===== src/rtl/tug_pkg.sv =====
// Shared types and constants for the tug-of-war sound block: FSM states,
// tone selection, sequence identifiers, score endpoints and the note tables.
package tug_pkg;

    typedef enum logic [1:0] {
        ST_IDLE = 2'd0,
        ST_NOTE = 2'd1,
        ST_GAP  = 2'd2
    } state_e;

    typedef enum logic [1:0] {
        TONE_LO  = 2'd0,
        TONE_MID = 2'd1,
        TONE_HI  = 2'd2
    } tone_e;

    typedef enum logic [1:0] {
        SEQ_RIGHT   = 2'd0,
        SEQ_LEFT    = 2'd1,
        SEQ_TIE     = 2'd2,
        SEQ_VICTORY = 2'd3
    } seq_e;

    // Sequence register: which melody is playing and which note of it.
    typedef struct packed {
        seq_e       id;
        logic [1:0] idx;
    } seq_reg_t;

    // Rope positions that end the game.
    localparam logic [6:0] SCORE_LEFT_END  = 7'b0000001;
    localparam logic [6:0] SCORE_RIGHT_END = 7'b1000000;

    // Note played at position idx of a melody.
    function automatic tone_e seq_note(input seq_e seq, input logic [1:0] idx);
        tone_e t;
        t = TONE_LO;
        case (seq)
            SEQ_RIGHT: t = TONE_HI;
            SEQ_LEFT:  t = TONE_LO;
            SEQ_TIE:   t = TONE_LO;
            default: begin
                case (idx)
                    2'd0:    t = TONE_LO;
                    2'd1:    t = TONE_MID;
                    default: t = TONE_HI;
                endcase
            end
        endcase
        return t;
    endfunction

    // Index of the final note of a melody.
    function automatic logic [1:0] seq_last(input seq_e seq);
        logic [1:0] l;
        l = 2'd0;
        case (seq)
            SEQ_TIE:     l = 2'd1;
            SEQ_VICTORY: l = 2'd2;
            default:     l = 2'd0;
        endcase
        return l;
    endfunction

endpackage


===== src/rtl/tug_sound_tone_gen.sv =====
// Square-wave generator: toggles wave every half_period cycles while run is
// high; counter and phase return to zero whenever run is low, so each note
// begins with a full low half-period.
module tone_gen #(
    parameter int W = 16
) (
    input  logic         clk,
    input  logic         rst,
    input  logic         run,
    input  logic [W-1:0] half_period,
    output logic         wave
);

    logic [W-1:0] cnt_q, cnt_d;
    logic         wave_q, wave_d;

    // Half-period counter with toggle at terminal count; held at zero when stopped.
    always_comb begin
        cnt_d  = cnt_q;
        wave_d = wave_q;
        if (!run) begin
            cnt_d  = '0;
            wave_d = 1'b0;
        end else if (cnt_q == half_period - W'(1)) begin
            cnt_d  = '0;
            wave_d = ~wave_q;
        end else begin
            cnt_d = cnt_q + W'(1);
        end
    end

    // Counter and phase registers, cleared asynchronously by reset.
    always_ff @(posedge clk or negedge rst) begin
        if (!rst) begin
            cnt_q  <= '0;
            wave_q <= 1'b0;
        end else begin
            cnt_q  <= cnt_d;
            wave_q <= wave_d;
        end
    end

    assign wave = wave_q;

endmodule


===== src/rtl/tug_sound.sv =====
// Tug-of-war sound sequencer. Event protocol: winrnd and tie are single-cycle
// pulses accepted only while busy=0 (otherwise dropped, never queued); an
// accepted event makes busy=1 on the following cycle. A rising edge of the
// game-over condition always wins and restarts playback with the victory melody.
module tug_sound
    import tug_pkg::*;
#(
    parameter int HALF_HI  = 25000,
    parameter int HALF_MID = 37500,
    parameter int HALF_LO  = 50000,
    parameter int NOTE_LEN = 5000000,
    parameter int GAP_LEN  = 1000000
) (
    input  logic       clk,
    input  logic       rst,
    input  logic       winrnd,
    input  logic       right,
    input  logic       tie,
    input  logic [6:0] score,
    input  logic       en,
    output logic       spk,
    output logic       busy
);

    localparam int MAX_HALF = (HALF_HI > HALF_MID) ? ((HALF_HI > HALF_LO) ? HALF_HI : HALF_LO)
                                                   : ((HALF_MID > HALF_LO) ? HALF_MID : HALF_LO);
    localparam int MAX_LEN  = (NOTE_LEN > GAP_LEN) ? NOTE_LEN : GAP_LEN;
    localparam int MAX_ALL  = (MAX_HALF > MAX_LEN) ? MAX_HALF : MAX_LEN;
    // Wide enough to hold the largest parameter value itself (tone half-periods are passed whole).
    localparam int CW       = $clog2(MAX_ALL + 1);

    state_e        state_q, state_d;
    seq_reg_t      seq_q, seq_d;
    logic [CW-1:0] cnt_q, cnt_d;
    logic          go_q;

    logic          game_over;
    logic          vic_start;
    tone_e         cur_tone;
    logic [CW-1:0] half_sel;
    logic          tone_run;
    logic          wave;

    assign game_over = (score == SCORE_LEFT_END) || (score == SCORE_RIGHT_END);
    assign vic_start = game_over && !go_q;

    // Next-state logic: victory preempts everything, then idle starts, note/gap timing.
    always_comb begin
        state_d = state_q;
        seq_d   = seq_q;
        cnt_d   = cnt_q;
        if (vic_start) begin
            state_d   = ST_NOTE;
            seq_d.id  = SEQ_VICTORY;
            seq_d.idx = 2'd0;
            cnt_d     = '0;
        end else begin
            case (state_q)
                ST_IDLE: begin
                    cnt_d = '0;
                    if (tie) begin
                        state_d   = ST_NOTE;
                        seq_d.id  = SEQ_TIE;
                        seq_d.idx = 2'd0;
                    end else if (winrnd) begin
                        state_d   = ST_NOTE;
                        seq_d.id  = right ? SEQ_RIGHT : SEQ_LEFT;
                        seq_d.idx = 2'd0;
                    end
                end
                ST_NOTE: begin
                    if (cnt_q == CW'(NOTE_LEN - 1)) begin
                        cnt_d   = '0;
                        state_d = (seq_q.idx == seq_last(seq_q.id)) ? ST_IDLE : ST_GAP;
                    end else begin
                        cnt_d = cnt_q + CW'(1);
                    end
                end
                ST_GAP: begin
                    if (cnt_q == CW'(GAP_LEN - 1)) begin
                        cnt_d     = '0;
                        seq_d.idx = seq_q.idx + 2'd1;
                        state_d   = ST_NOTE;
                    end else begin
                        cnt_d = cnt_q + CW'(1);
                    end
                end
                default: begin
                    state_d = ST_IDLE;
                    cnt_d   = '0;
                end
            endcase
        end
    end

    // State, sequence, duration counter and game-over history registers.
    always_ff @(posedge clk or negedge rst) begin
        if (!rst) begin
            state_q <= ST_IDLE;
            seq_q   <= '0;
            cnt_q   <= '0;
            go_q    <= 1'b0;
        end else begin
            state_q <= state_d;
            seq_q   <= seq_d;
            cnt_q   <= cnt_d;
            go_q    <= game_over;
        end
    end

    assign cur_tone = seq_note(seq_q.id, seq_q.idx);

    // Half-period of the note currently selected by the sequence register.
    always_comb begin
        half_sel = CW'(HALF_LO);
        case (cur_tone)
            TONE_HI:  half_sel = CW'(HALF_HI);
            TONE_MID: half_sel = CW'(HALF_MID);
            default:  half_sel = CW'(HALF_LO);
        endcase
    end

    // Dropping run in the preempt cycle restarts the tone phase for the new note.
    assign tone_run = (state_q == ST_NOTE) && !vic_start;

    tone_gen #(
        .W(CW)
    ) u_tone (
        .clk        (clk),
        .rst        (rst),
        .run        (tone_run),
        .half_period(half_sel),
        .wave       (wave)
    );

    assign spk  = wave && en && (state_q == ST_NOTE);
    assign busy = (state_q != ST_IDLE);

endmodule


===== config.mk =====
export PLATFORM = sky130hd
export DESIGN_NAME = tug_sound
export DESIGN_NICKNAME = d
export VERILOG_FILES = /design/src/rtl/tug_pkg.sv /design/src/rtl/tug_sound_tone_gen.sv /design/src/rtl/tug_sound.sv
export SDC_FILE = /design/constraint.sdc
export NUM_CORES = 1
export LEC_CHECK = 0
export ABC_AREA = 1
export BUFFER_PORTS_ARGS = -buffer_cell sky130_fd_sc_hd__buf_4
export CAP_MARGIN = 30
export CORE_MARGIN = 8
export CORE_UTILIZATION = 50
export CTS_CLUSTER_SIZE = 14
export DETAILED_ROUTE_END_ITERATION = 6
export PLACE_DENSITY = 0.77
export SYNTH_ARGS = -nofsm -noshare
export SYNTH_HDL_FRONTEND = slang
export SYNTH_HIERARCHICAL = 1
export SYNTH_SLANG_ARGS = --single-unit

===== constraint.sdc =====
create_clock -name clk -period 2.6 [get_ports clk]
set_input_delay 0.65 -clock clk [delete_from_list [all_inputs] [get_ports clk]]
set_output_delay 0.65 -clock clk [all_outputs]
set_load 0.01 [all_outputs]

# After elaboration in Yosys (flattened, before gate mapping)
# Cells that the tools add are included.
dict set report totals {
  in_bits 13
  ff_bits 54
}
dict set report classes {
  add_sub_neg 4
  eq_ne 18
  reduce_logical 18
  n_mux 29
  bitwise 1
}
# operator n
set op_table {}
lappend op_table {{two-way mux 23 bit} 5}
lappend op_table {{adder 23 x 1 -> 23 bit (second input constant)} 2}
lappend op_table {{one-hot mux 23 bit (2 select lines)} 1}
lappend op_table {{one-hot mux 16 bit (2 select lines)} 1}
lappend op_table {{equality test 23 x 20 -> 1 bit (second input constant)} 1}
lappend op_table {{equality test 23 bit} 1}
lappend op_table {{equality test 23 bit (second input constant)} 1}
lappend op_table {{two-way mux 2 bit} 11}
lappend op_table {{subtractor 16 x 1 -> 17 bit (second input constant)} 1}
lappend op_table {{one-hot mux 2 bit (2 select lines)} 4}
lappend op_table {{two-way mux 4 bit} 3}
lappend op_table {{equality test 2 x 1 -> 1 bit (second input constant)} 4}
lappend op_table {{equality test 2 bit (second input constant)} 4}
lappend op_table {{equality test 7 x 1 -> 1 bit (second input constant)} 1}
lappend op_table {{equality test 7 bit (second input constant)} 1}
lappend op_table {{zero test 2 bit} 3}
lappend op_table {{inequality test 3 bit (second input constant)} 2}
lappend op_table {{one-hot mux 2 bit (3 select lines)} 1}
lappend op_table {{AND reduction 3 bit} 2}
lappend op_table {{nonzero test 3 bit} 2}
lappend op_table {{logical AND 1 bit} 4}
lappend op_table {{inequality test 4 bit (second input constant)} 1}
lappend op_table {{nonzero test 2 bit} 2}
lappend op_table {{two-way mux 1 bit} 3}
lappend op_table {{8 further kinds} 9}

# Logic depth before layout (Yosys ltp)
# Gate-level depths: netlist of run 1.
dict set report depth {
  depth_word 10
  depth_mapped 21
  ltp_nobuf 20
}

# Hierarchy
# The synthesis of run 1 kept the hierarchy.
# mod n_inst area_each_um2 seq_area_each_um2 cells_per_inst
set modules_own_cells {}
lappend modules_own_cells {tone_gen 1 2177.1 600.6 340}
lappend modules_own_cells {tug_sound 1 1979.4 750.7 261}

# Worst setup path before layout of run 1
# Ideal clock, no wire load.
dict set report synth_timing {
  path_type {register to register}
  from {register seq_q[1] (netlist bit)}
  to {register u_tone.cnt_q[5]}
  stages_incl_launch_ff 22
  setup_ps 122
  slack_ps -37
  path_buffers 1
  arrival_time_ps 2514
  path_cell_list {dfrtp_1 -> inv_1 -> ha_1 -> inv_1 -> a31oi_1 -> inv_1 -> ha_1 -> inv_1 -> nor2_1 -> nand2_1 -> inv_1 -> nand2_1 -> nand2_1 -> nand3_1 -> nand2_1 -> nor2_1 -> nand2_1 -> nor2_2 -> nand2_1 -> nand2_2 -> buf_8 -> nor2_2}
}
dict set report synth_between {
  elab_chain_cells 9
  word_cells_on_any_way 11
  classes_between {add/sub: 1; eq/ne: 4; mux: 5; reduce/logical: 1}
}
# element line
set synth_lines {}
lappend synth_lines {{start: declaration} tug_sound.sv:33} ;# seq_reg_t seq_q, seq_d;
lappend synth_lines {{start signal: assignment} tug_sound.sv:105} ;# seq_q <= seq_d;
lappend synth_lines {{equality test 2 x 1 -> 1 bit or zero test 2 bit (tied branches)} tug_pkg.sv:43} ;# case (idx)
lappend synth_lines {{one-hot mux 2 bit (2 select lines) *} tug_pkg.sv:43}
lappend synth_lines {{one-hot mux 2 bit (2 select lines) *} tug_pkg.sv:38} ;# case (seq)
lappend synth_lines {{equality test 2 x 1 -> 1 bit or equality test 2 bit (tied branches)} tug_sound.sv:116} ;# case (cur_tone)
lappend synth_lines {{one-hot mux 16 bit (2 select lines) *} tug_sound.sv:116}
lappend synth_lines {{net half_sel[15]} tug_sound.sv:40} ;# logic [CW-1:0] half_sel;
lappend synth_lines {{subtractor 16 x 1 -> 17 bit *} tug_sound_tone_gen.sv:24} ;# end else if (cnt_q == half_period - W'(1)) begin
lappend synth_lines {{equality test 23 bit *} tug_sound_tone_gen.sv:24}
lappend synth_lines {{two-way mux 23 bit *} tug_sound_tone_gen.sv:24}
lappend synth_lines {{two-way mux 23 bit *} tug_sound_tone_gen.sv:21} ;# if (!run) begin
lappend synth_lines {{net u_tone.cnt_d[5]} tug_sound_tone_gen.sv:14} ;# logic [W-1:0] cnt_q, cnt_d;
lappend synth_lines {{end signal: assignment} tug_sound_tone_gen.sv:38} ;# cnt_q <= cnt_d;
lappend synth_lines {{end: declaration} tug_sound_tone_gen.sv:14}
# Mark *: on every way through the listed nets, which the timed path passes. The rest lies on a longest branch.
# A chain may end at the register's enable or synchronous reset.

# Final worst setup path of run 1
dict set report layout_timing {
  from {register seq_q[0] (netlist bit)}
  to {register u_tone.cnt_q[22]}
}
# The elaborated chain is that of the path after synthesis.

==> impl_metrics.csv, run 1 <==
group,metric,value,unit
status,status,"finished with violations",
status,violations,"negative setup slack",
die,boundaryPins,15,
sta,setup_viol,24,
placed_design,place_hpwl,7100,microns
cells_and_area,fin_cells,785,
sta,max_freq,0.351,GHz
worst_setup_path,cp.arrival,3050,ps
flow_run,maxCapViolCount,0,
route,drcViolationCount,0,
worst_setup_path,crit_path_start,"seq_q[0]",
min_path,hold_class,"primary input to async pin",
synthesis,ys_seq_area_share,32.5,%
clocking,cts_max_path_buffers,2,
worst_setup_path,critPathKind,"register to register",
worst_setup_path,end_kind,"register",
route,viasPerCell,5.02,
die,row_count,33,
worst_setup_path,startpoint_type,"register",
placed_design,pre_cts_ws,-340,ps
cells_and_area,final_area,5110,sq um
sta,min_period_over_period,110,%
global_routing,grt_start_max_net_pins,55,
clocking,clock-root-buffer,"clkbuf_8",
die,initial_core_util,51.1,%
sta,relSlewSlack,55.5,%
die,die_area,11500,sq um
synthesis,ys_ff_latch,54,
route,initialDrtViolationCount,148,
sta,setup_tns,-5510,ps
clocking,cts_tree,"yes",
synthesis,yosysWarnings,6,
global_routing,gr-total-overflow,0,
power,irDropWorstVdd,0.647,mV
route,postRouteAntennaNets,0,
synthesis,synthCells,601,
placed_design,io_buffers,14,
worst_setup_path,r2r-start,"seq_q[0]",
synthesis,syn_area,4160,sq um
worst_setup_path,worstPathMaxFanout,8,
power,power_density,668,nW/um^2
clocking,clk_pin_slew_worst_paths,100,ps
sta,whs,367,ps
cells_and_area,fin_util,62.8,%
synthesis,synth.distinct_cells,30,
global_routing,antenna_found_initial,0,
global_routing,track_usage,16.4,%
cells_and_area,nets,705,
global_routing,grt_pass1_wl,15700,microns
clocking,worstSkewPairLatency,320,ps
sta,timing.final.ws_setup,-250,ps
die,core-area,8130,sq um
worst_setup_path,r2r_setup_slack,-250,ps
route,dr.pass1.iters,5,
cells_and_area,drive_gt1_share,21.2,%
sta,slew_violations,0,
die,die_h,107,microns
cells_and_area,final_common_cell,"nand2_1",
sta,worstMarginPinSlew,668,ps
placed_design,dp_cells,762,
power,power_leakage,2.31,nW
sta,period_minus_slack,2850,ps
worst_setup_path,critPathRequiredTime,2800,ps
sta,skew,14.3,ps
sta,rsz0062_at_grt,"true",
power,power,3.41,mW
route,vias,3941,
die,die_w,107,microns
route,routed_wl,9920,microns
clocking,cts_buffers,5,
placed_design,place_congestion,0.913,
sta,finalHoldViolCount,0,
global_routing,grt_pass1_vias,3771,
cells_and_area,antennaDiodeCount,0,
clocking,clock_sinks,54,
route,post_drt_wl_per_cell,12.6,microns
synthesis,syn_avg_cell_area,6.92,sq um
cells_and_area,final_cell_mix,"nand2_1 (139), nor2_1 (102), inv_1 (73)",
placed_design,dpl-instance-area,4600,sq um
clocking,cts_max_level,2,
cells_and_area,syn2layout_area_growth,22.9,%
cell families after synthesis:
logic type	count (synthesis)	synth area share (%)
AND/OR/NAND/NOR	380	41.8
buffers and inverters	85	8.49
flip-flops	54	32.5
XOR/XNOR	53	11.2
AO/OA/AOI/OAI	15	2.02
adder cells (fa/ha/maj)	13	3.91
other	1	0.0902
cell usage after synthesis (all sizes together):
master | n | area (sq um)
a21oi | 1 | 5.00
a31oi | 2 | 12.5
o21bai | 2 | 15.0
buf | 4 | 48.8
o22ai | 1 | 6.26
xor2 | 37 | 324
or2 | 3 | 18.8
and2 | 3 | 18.8
nand3 | 44 | 253
nand2 | 153 | 607
conb | 1 | 3.75
ha | 13 | 163
xnor2 | 16 | 140
dfrtp | 54 | 1350
inv | 81 | 304
o21ai | 9 | 45.0
and3 | 1 | 6.26
nor3 | 12 | 75.1
nand4 | 16 | 100
nor2 | 145 | 637
nand3b | 3 | 22.5
critical path, cell delays in order, from the launching register on:
cell and delay [ps]:
dfrtp_1 450, inv_2 80, ha_4 160, inv_2 60, a31oi_4 120, inv_2 120, ha_4 200, clkinv_8 90
nor2_4 140, nand2_2 100, nor2_4 190, nand3_1 100, nand2_1 90, nand2_1 60, nor2_1 130, nand2_1 110
nor2_4 150, nand2_2 80, nand2_4 100, buf_6 140, nor2_1 50
where the power goes:
group / switching, mW / internal, mW
Combinational: 1.15 / 0.804
Sequential: 0.0647 / 0.900
Clock: 0.297 / 0.199
registers in the layout (all words and copies together), names as in the netlist:
| register | cells |
|---|---|
| cnt_q | 23 |
| u_tone/cnt_q | 23 |
| seq_q | 4 |
| state_q | 2 |
| go_q | 1 |
| u_tone/wave | 1 |
routing by layer:
metal | track usage [%] | wire length (microns) | vias to the layer above
met4 | 8.84 | 385 | 0
met1 | 18.3 | 4080 | 1818
li1 | - | - | 1974
met3 | 2.10 | 341 | 38
met2 | 29.4 | 5120 | 111
met5 | 0 | 0 | -
path summary, 6_finish.rpt:
path                                    end  cells past startpoint
setup / recovery           u_tone/cnt_q[22]                     20
hold reg to reg                    cnt_q[0]                      1
setup reg to reg           u_tone/cnt_q[22]                     20
max in group asynchronous  u_tone/cnt_q[21]                      1
min in group clk                   cnt_q[0]                      1
hold / removal                     cnt_q[5]                      1
cell type report:
cell class / instances / area, sq um
clock inverters: 3 / 26.3
well taps: 105 / 131
repair inverters: 1 / 11.3
flip-flops and latches: 54 / 1350
clock buffers: 5 / 68.8
fillers: 705 / 3020
repair buffers: 47 / 399
multi-input cells: 489 / 2800
inverters: 81 / 324
repair_timing:
item	4_1_cts	5_1_grt
cloned	0	2
pin swaps	12	24
setup buffers	3	10
endpoints found under the setup margin	24	24
gates resized for setup	33	40
endpoints found under the hold margin	0	0
hold buffers	0	0
Note: power is estimated with default switching activity, not from simulation.
==> inputs of run 2 (changes only) <==
ABC_AREA = unset   (was 1)
==> run 2 against run 1 <==
Effect of this change:
- the flow still finishes with violations (negative setup slack)
- sequential share of layout area increased by 2.2 points
- design area decreased by 7.6%
- sequential power increased by 13%
- wire length decreased by 14%
- clock power increased by 21%
- sequential cell count unchanged
- non-clock buffer count increased by 15
- global-route usage increased by 0.66 points
- hold slack improved by 12 ps
- combinational power decreased by 50%
- critical path type unchanged
- critical endpoint is now u_tone/wave
==> impl_metrics.csv, run 2 <==
group,metric,value,unit
sta,slew_violations,0,
sta,setup_viol,24,
power,p_sw_share,33.9,%
cells_and_area,top_regs,"cnt_q x23, u_tone/cnt_q x23, seq_q x4",
synthesis,synthFlopType,"dfrtp_1",
power,power_density,563,nW/um^2
worst_setup_path,cp.arrival,3960,ps
synthesis,synth_area_leader_cell,"dfrtp_1",
synthesis,synth_edf_count,0,
placed_design,pre_cts_ws,-983,ps
global_routing,gr-total-overflow,0,
flow_run,maxCapViolCount,0,
die,die_w,103,microns
die,core-area,7570,sq um
power,internal-power,1.76,mW
worst_setup_path,worstPathMaxFanout,4,
clocking,cts_max_level,2,
status,violations,"negative setup slack",
sta,min_period_over_period,143,%
die,boundaryPins,15,
cells_and_area,fin_cells,617,
cells_and_area,nets,540,
power,irDropWorstVdd,0.461,mV
clocking,clock_sinks,54,
clocking,clk_pin_slew_worst_paths,100,ps
sta,skew,14.3,ps
die,die_area,10700,sq um
clocking,clock-root-buffer,"clkbuf_8",
synthesis,synth.most_common_cell,"nor2_1",
synthesis,synthTopCellsByArea,"dfrtp_1 (35%), xnor2_1 (11%), nor2_1 (6.3%)",
worst_setup_path,r2r_setup_slack,-1120,ps
power,power_frac_comb,36.7,%
clocking,cts_max_path_buffers,2,
synthesis,synthCells,421,
worst_setup_path,reg2reg_depth,16,
route,routed_wl,8570,microns
power,p_seq_share,40.8,%
route,post_drt_wl_per_cell,13.9,microns
global_routing,grt_start_max_net_pins,55,
cells_and_area,antennaDiodeCount,0,
worst_setup_path,r2r_end,"u_tone/wave",
status,status,"finished with violations",
route,viasPerCell,5.22,
sta,period_minus_slack,3720,ps
global_routing,grt_pass1_vias,3149,
sta,worstMarginPinSlew,686,ps
global_routing,track_usage,17.0,%
synthesis,async_reset_ff_share,100,%
worst_setup_path,startpoint_type,"register",
route,vias,3221,
route,postRouteAntennaNets,0,
placed_design,place_congestion,0.921,
die,die_h,103,microns
power,clkPwrFrac,22.5,%
route,dr.pass1.iters,4,
synthesis,synthTopCellsByCount,"nor2_1 (64), dfrtp_1 (54), xnor2_1 (48)",
worst_setup_path,end_kind,"register",
route,drcViolationCount,0,
synthesis,syn_avg_cell_area,9.09,sq um
worst_setup_path,r2r-start,"seq_q[0]",
synthesis,yosysWarnings,6,
sta,relSlewSlack,54.3,%
synthesis,synth.distinct_cells,68,
placed_design,io_buffers,14,
cells_and_area,drive_gt1_share,21.7,%
min_path,hold_class,"primary input to async pin",
sta,rsz0062_at_grt,"true",
cells_and_area,fin_util,62.4,%
power,p_sw,903,uW
sta,max_freq,0.269,GHz
global_routing,grt_pass1_wl,14500,microns
clocking,cts_hold_buf,0,
cells_and_area,syn2layout_area_growth,23.4,%
sta,timing.final.ws_setup,-1120,ps
cells_and_area,final_common_cell,"nor2_1",
sta,finalHoldViolCount,0,
clocking,cts_tree,"yes",
sta,setup_tns,-26010,ps
placed_design,dp_cells,593,
power,power_leakage,2.04,nW
global_routing,antenna_found_initial,0,
worst_setup_path,critPathRequiredTime,2840,ps
route,initialDrtViolationCount,137,
synthesis,ys_seq_area_share,35.3,%
worst_setup_path,critPathKind,"register to register",
clocking,cts_buffers,5,
synthesis,synth_top_area_share,35.3,%
synthesis,syn_area,3830,sq um
placed_design,place_hpwl,6150,microns
clocking,worstSkewPairLatency,310,ps
synthesis,ys_ff_latch,54,
die,row_count,32,
die,initial_core_util,50.6,%
cells_and_area,final_cell_mix,"nor2_1 (64), buf_4 (57), dfrtp_1 (54)",
-- run 2: kinds of logic after synthesis --
kind of cell               after synthesis  synth area share (%)
AOI/OAI and AO/OA                       43                  8.54
adders and majority gates               13                  4.25
xor gates and xnor gates                75                  17.2
buffers and inverters                   29                  3.76
muxes                                    3                 0.785
other                                    1                0.0980
DFF                                     54                  35.3
and+or+nand+nor                        203                  30.1
-- run 2: cell type report --
cell class / instances / area [sq um]
Fill cell: 592 / 2840
Multi-Input combinational cell: 372 / 2540
Sequential cell: 54 / 1350
Timing Repair Buffer: 62 / 502
Tap cell: 102 / 128
Clock buffer: 6 / 82.6
Inverter: 19 / 78.8
Clock inverter: 2 / 38.8
-- run 2: worst max path at each step --
stage                     startpoint          end  slack, ps  cells past startpoint
after global routing        seq_q[1]  u_tone/wave      -1260                     16
after floorplan             seq_q[0]  u_tone/wave       -900                     14
after detailed placement    seq_q[1]  u_tone/wave       -980                     14
after CTS                   seq_q[0]  u_tone/wave       -980                     14
after global placement      seq_q[0]  u_tone/wave       -930                     13
final                       seq_q[0]  u_tone/wave      -1120                     16
-- run 2: worst max-delay path, stage by stage, from the launching register on --
cell and delay [ps]:
dfrtp_1 410, inv_2 50, ha_2 170, or3_4 390, o21ai_4 80, inv_2 70, ha_4 270, clkinvlp_4 80
buf_6 120, nor4_4 360, buf_4 180, and4_1 170, o22ai_1 90, nor4_1 280, nand4_1 230, or4_1 570
a21boi_1 130
-- run 2: routing by layer --
metal  up-vias  routed length [microns]  GRT usage (%)  part of all wire [%]
met5         -                        0              0                     0
met2        54                     4380           29.1                    51
met3         9                      245           2.68                   2.9
li1       1622                        -              -                     -
met4         0                      112           5.34                   1.3
met1      1536                     3830           21.4                    45
-- run 2: metrics by stage --
step	total power, mW	hold WS, ps	cell area, sq um
after floorplan	1.69	354	4020
after global placement	1.90	471	4440
after detailed placement	1.94	481	4440
after CTS	2.62	409	4680
after global routing	2.83	430	4720
final	2.66	379	4720
-- run 2: power groups by stage --
stage	sequential, mW	combinational [mW]	clock [mW]
finish	1.09	0.975	0.599
global route	1.11	1.08	0.646
CTS	1.08	0.912	0.620
detailed placement	1.10	0.834	0
global placement	1.09	0.806	0
floorplan	1.07	0.611	0
-- run 2: what timing repair did --
action                                 in CTS  in global routing
pin swaps                                   3                 16
endpoints found under the hold margin       0                  0
buffers inserted                            9                  8
resized for setup                           4                  9
cloned                                      1                  0
setup endpoints to repair                  24                 24
